[src/rtl/paddle_collision_det.sv]
// Ball/paddle box overlap detector: 2 register stages feeding a one-shot hit FSM.
// Define COLLISION_HIT_CNT_EN to add the saturating hit_cnt output.
module paddle_collision_det #(
  parameter int BALL_R      = 10,
  parameter int PAD_W       = 20,
  parameter int PAD_H       = 100,
  parameter int L_PAD_X     = 40,
  parameter int R_PAD_X     = 964,
  parameter int HOLD_CYCLES = 800_001
) (
  input  logic        pclk,
  input  logic        reset,
  input  logic [11:0] ball_x,
  input  logic [11:0] ball_y,
  input  logic [11:0] lpad_y,
  input  logic [11:0] rpad_y,
  output logic        collision_det,
  output logic        hit_side
`ifdef COLLISION_HIT_CNT_EN
  ,
  output logic [7:0]  hit_cnt
`endif
);

  localparam int CNT_W = $clog2(HOLD_CYCLES + 1);
  localparam logic [CNT_W-1:0] HOLD_LOAD = CNT_W'(HOLD_CYCLES - 1);
  localparam logic [12:0] BALL_R13 = 13'(BALL_R);
  localparam logic [12:0] LX_LO    = 13'(L_PAD_X);
  localparam logic [12:0] LX_HI    = 13'(L_PAD_X + PAD_W + BALL_R);
  localparam logic [12:0] RX_LO    = 13'(R_PAD_X);
  localparam logic [12:0] RX_HI    = 13'(R_PAD_X + PAD_W + BALL_R);
  localparam logic [12:0] Y_SPAN   = 13'(PAD_H + BALL_R);

  typedef enum logic [1:0] {
    IDLE = 2'd0,
    HIT  = 2'd1,
    SEP  = 2'd2
  } state_t;

  logic [11:0] bx_q, by_q, ly_q, ry_q;
  logic        ovl_l_q, ovl_r_q;
  logic [12:0] bx13, by13, ly13, ry13;
  logic        x_l, x_r, y_l, y_r;

  state_t           state_q, state_d;
  logic [CNT_W-1:0] hold_q;
  logic             load_hold;

  always_ff @(posedge pclk) begin
    if (!reset) begin
      bx_q <= '0;
      by_q <= '0;
      ly_q <= '0;
      ry_q <= '0;
    end else begin
      bx_q <= ball_x;
      by_q <= ball_y;
      ly_q <= lpad_y;
      ry_q <= rpad_y;
    end
  end

  // Radius terms sit on the side of the sum so nothing can underflow; touching counts.
  assign bx13 = {1'b0, bx_q};
  assign by13 = {1'b0, by_q};
  assign ly13 = {1'b0, ly_q};
  assign ry13 = {1'b0, ry_q};

  assign x_l = (bx13 + BALL_R13 >= LX_LO) && (bx13 <= LX_HI);
  assign x_r = (bx13 + BALL_R13 >= RX_LO) && (bx13 <= RX_HI);
  assign y_l = (by13 + BALL_R13 >= ly13) && (by13 <= ly13 + Y_SPAN);
  assign y_r = (by13 + BALL_R13 >= ry13) && (by13 <= ry13 + Y_SPAN);

  always_ff @(posedge pclk) begin
    if (!reset) begin
      ovl_l_q <= 1'b0;
      ovl_r_q <= 1'b0;
    end else begin
      ovl_l_q <= x_l & y_l;
      ovl_r_q <= x_r & y_r;
    end
  end

  always_comb begin
    state_d   = state_q;
    load_hold = 1'b0;
    case (state_q)
      IDLE: begin
        if (ovl_l_q | ovl_r_q) begin
          state_d   = HIT;
          load_hold = 1'b1;
        end
      end
      HIT: begin
        if (hold_q == '0) state_d = SEP;
      end
      SEP: begin
        if (!(ovl_l_q | ovl_r_q)) state_d = IDLE;
      end
      default: state_d = IDLE;
    endcase
  end

  // Left paddle takes priority when both overlap in the same cycle.
  always_ff @(posedge pclk) begin
    if (!reset) begin
      state_q  <= IDLE;
      hold_q   <= '0;
      hit_side <= 1'b0;
    end else begin
      state_q <= state_d;
      if (load_hold) begin
        hold_q   <= HOLD_LOAD;
        hit_side <= ovl_r_q & ~ovl_l_q;
      end else if (state_q == HIT && hold_q != '0) begin
        hold_q <= hold_q - CNT_W'(1);
      end
    end
  end

  assign collision_det = (state_q == HIT);

`ifdef COLLISION_HIT_CNT_EN
  always_ff @(posedge pclk) begin
    if (!reset) begin
      hit_cnt <= 8'd0;
    end else if (load_hold && hit_cnt != 8'hFF) begin
      hit_cnt <= hit_cnt + 8'd1;
    end
  end
`endif

endmodule

[config.mk]
export PLATFORM = sky130hd
export DESIGN_NAME = paddle_collision_det
export DESIGN_NICKNAME = d
export VERILOG_FILES = /design/src/rtl/paddle_collision_det.sv
export SDC_FILE = /design/constraint.sdc
export NUM_CORES = 1
export LEC_CHECK = 0
export ABC_AREA = 1
export CORE_MARGIN = 5
export CORE_UTILIZATION = 60
export CTS_BUF_LIST = sky130_fd_sc_hd__clkbuf_4 sky130_fd_sc_hd__clkbuf_8
export DETAILED_ROUTE_END_ITERATION = 8
export GPL_TIMING_DRIVEN = 0
export PLACE_DENSITY = 0.84
export RECOVER_POWER = 50
export SLEW_MARGIN = 15
export SYNTH_ARGS = -nofsm -noshare
export SYNTH_HDL_FRONTEND = slang
export SYNTH_SLANG_ARGS = --single-unit
export TNS_END_PERCENT = 100
[constraint.sdc]
create_clock -name pclk -period 6.24 [get_ports pclk]
set_input_delay 1.248 -clock pclk [delete_from_list [all_inputs] [get_ports pclk]]
set_output_delay 1.248 -clock pclk [all_outputs]
set_load 0.02 [all_outputs]
==> results.md <==
* TritonCTS clock tree: done
* Pwr/cell area at 233 mW/mm2
* Total gr overflow at 0
* Max Root-Sink Buffers at 2
* Fin crit period at 2790 ps
* Clk_skew at 7.78 ps
* CTS Buf Count at 9
* Post-CTS Resized at 0
* Share of cells above drive strength 1 at 5.75%
* Die ar. at 0.0102 mm2
* Wl on met1 at between 4 and 5 mm
* Root Driver: clkbuf_8
* I/O pin cnt at 52
* H-tree Lvls at 3
* Gr usage total at 23.0%
* Met2 WL at 5.81 mm
* Post-route antenna net violation count at 0
* Sequential share of the synthesized area at approximately 29%
* Setup crit start kind: input pin
* Later-pin clock latency in the skew report at 340 ps
* Final setup vio count at 0
* Reg2reg start: by_q[2]$_SDFF_PN0_
* Synth top area share at 29.5%
* Relative slew slack at just over 50%
* Final hold violations at 0
* Largest net degree at the start of global routing at 13
* Slew Viols, Final at 0
* MaxCap Viol Count at 0
* Post-DP HPWL at 9.08 mm
* Largest cells by area after synthesis: dfxtp_1 29%, nand2_1 16%, ha_1 13%
* VDD IR max at approximately 0.00012 V
* Uppermost layer routed: met4
* Die Wd at 101 um
* Period utilisation layout at 44.7%
* Ys Warns at 0
* GP Congestion at approximately 0.93
* Syn-to-layout area delta at 17.8%
* CP arrival at 3060 ps
* Flops & latches, synth at 73
* Hold path start: ovl_l_q$_SDFF_PN0_
* CP Launch Point: reset
* Vias per inst at 5.06
* Synth cell types at 31
* CP Max Fanout at 10
* Final instance area at 0.00584 mm2
* EDFF count, synth at 0
* Fmax at 359 MHz
* Routed len/inst at roughly 12 um
* Nets at 914
* Synth Area per Inst at 6.61 um2
* Vias post-DR at 4661
* Num Clock Sinks at 73
* DR iter-0 viols at 159
* DRT Wirelength at 11.2 mm
* Mapped Area at 0.00496 mm2
* Vias in the first global route at 4489
* Setup TNS at 0 ps
* DP Area at 0.00560 mm2
* Worst-Margin Slew at 722 ps
* Drt drc at 0
* Postcts setup bufs at 0
* Crit. End Element: register
* # port buffers at 51
* FFs w/ async S/R, synth at 0%
* Hold Crit Class: register to register
* Net Count, Synth at 852
* WS Path Type: input pin to register
* Status: complete, no violations
* Critical Path RT at 6520 ps
* First-pass GRT wire length at around 19 mm
* Cts hold-fix bufs at 0
* Cell Rows at 33
* Clk slew on worst S/H paths at 80 ps
* First-pass detailed-route iteration total at 4
* Area leader, netlist: dfxtp_1
* Most used DFF post-synth: dfxtp_1
* Starting Density at approximately 60%
* Fillers at 671
* Chip height at 101 um
* Core box area at 0.00813 mm2
* Finished Core Util at between 70 and 80%
* Antenna violations before repair at 0
* WL met3 at 475 um
* Syn Inst Count at 750
* Leakage at 3.18 nW
* Antenna cells at 0
* RSZ-0062 raised after global routing: false
per-stage QoR:
| step | power [W] | setup slack, ps | std cells | hold WS, ps |
|---|---|---|---|---|
| after floorplan | 0.000799 | 4110 | 750 | 419 |
| after global placement | 0.000884 | 3430 | 906 | 438 |
| after detailed placement | 0.000900 | 3460 | 906 | 446 |
| after CTS | 0.00137 | 3480 | 922 | 450 |
| after global routing | 0.00144 | 3330 | 922 | 504 |
| final | 0.00136 | 3450 | 922 | 455 |
critical path, cell delays in order:
cell	delay, ps
dlygate4sd3_1	560
clkbuf_1	420
nand3_1	170
nor4_1	290
o21ai_0	150
inv_1	70
nand3_1	70
nor2_1	90
report_power, final:
group	switching [W]	internal [W]	total, W	leakage [nW]
Combinational	0.000208	0.000164	0.000372	2.45
Sequential	0.0000269	0.000492	0.000519	0.602
Clock	0.000175	0.000293	0.000468	0.130
kinds of logic after synthesis:
logic type               share of synthesized area, %
AO/OA/AOI/OAI                                    6.46
XOR/XNOR                                         5.83
adder cells (fa/ha/maj)                          13.1
buffers and inverters                            12.5
flip-flops                                       29.5
AND/OR/NAND/NOR                                  32.6
per-layer routing:
layer	GRT usage, %	vias to the layer above
met2	42.5	123
met4	9.82	0
met5	0	-
met1	26.0	2073
li1	-	2434
met3	3.25	31
final cells by class:
cell class	count	area (um2)	share of cell area (%)
Multi-Input combinational cell	523	2870	49.1
Timing Repair Buffer	51	510	8.74
Buffer	13	81.3	1.39
Clock buffer	12	159	2.72
Tap cell	105	131	2.25
Inverter	141	529	9.06
Sequential cell	73	1460	25.0
Clock inverter	4	98.8	1.69
cell usage in the layout (no fill, tap or decap), types with 2 or more instances in the layout:
cell,count
ha_1,52
xnor2_1,12
bufinv_16,3
nand3_1,50
buf_6,2
clkdlybuf4s50_1,50
nand2_2,7
dfxtp_1,73
nor2_1,77
clkbuf_8,11
nand4_1,9
nand2_1,212
nand3b_1,6
xor2_1,21
a21oi_2,9
nor2_2,7
a21oi_1,29
buf_1,2
nor4_1,2
or2_2,2
o21ai_0,12
nor3_1,9
inv_1,141
clkbuf_1,7
path summary, 6_finish.rpt:
check | end | slack (ps) | depth (start not counted)
max | ovl_l_q$_SDFF_PN0_ | 3450 | 8
min | hit_side$_SDFFE_PN0P_ | 460 | 1
min reg2reg | hit_side$_SDFFE_PN0P_ | 460 | 1
max reg2reg | ovl_l_q$_SDFF_PN0_ | 3610 | 13
flip-flops by register name, summed over array words and instances (netlist names):
| name | cells |
|---|---|
| by_q | 12 |
| bx_q | 12 |
| ly_q | 12 |
| hit_side | 1 |
| state_q | 2 |
| ovl_r_q | 1 |
| hold_q | 20 |
| ovl_l_q | 1 |
| ry_q | 12 |
Yosys cell counts (2+ instances only):
cell type	count
nand2_1	211
inv_1	140
nor2_1	76
dfxtp_1	73
ha_1	52
nand3_1	50
a21oi_1	29
xor2_1	21
o21ai_0	12
xnor2_1	12
a21oi_2	9
nand4_1	9
nor3_1	9
nand2_2	8
nor2_2	8
nand3b_1	6
buf_1	5
buf_2	3
buf_6	3
nor4_1	2
or2_2	2
Power figures use the tool's default switching activity.
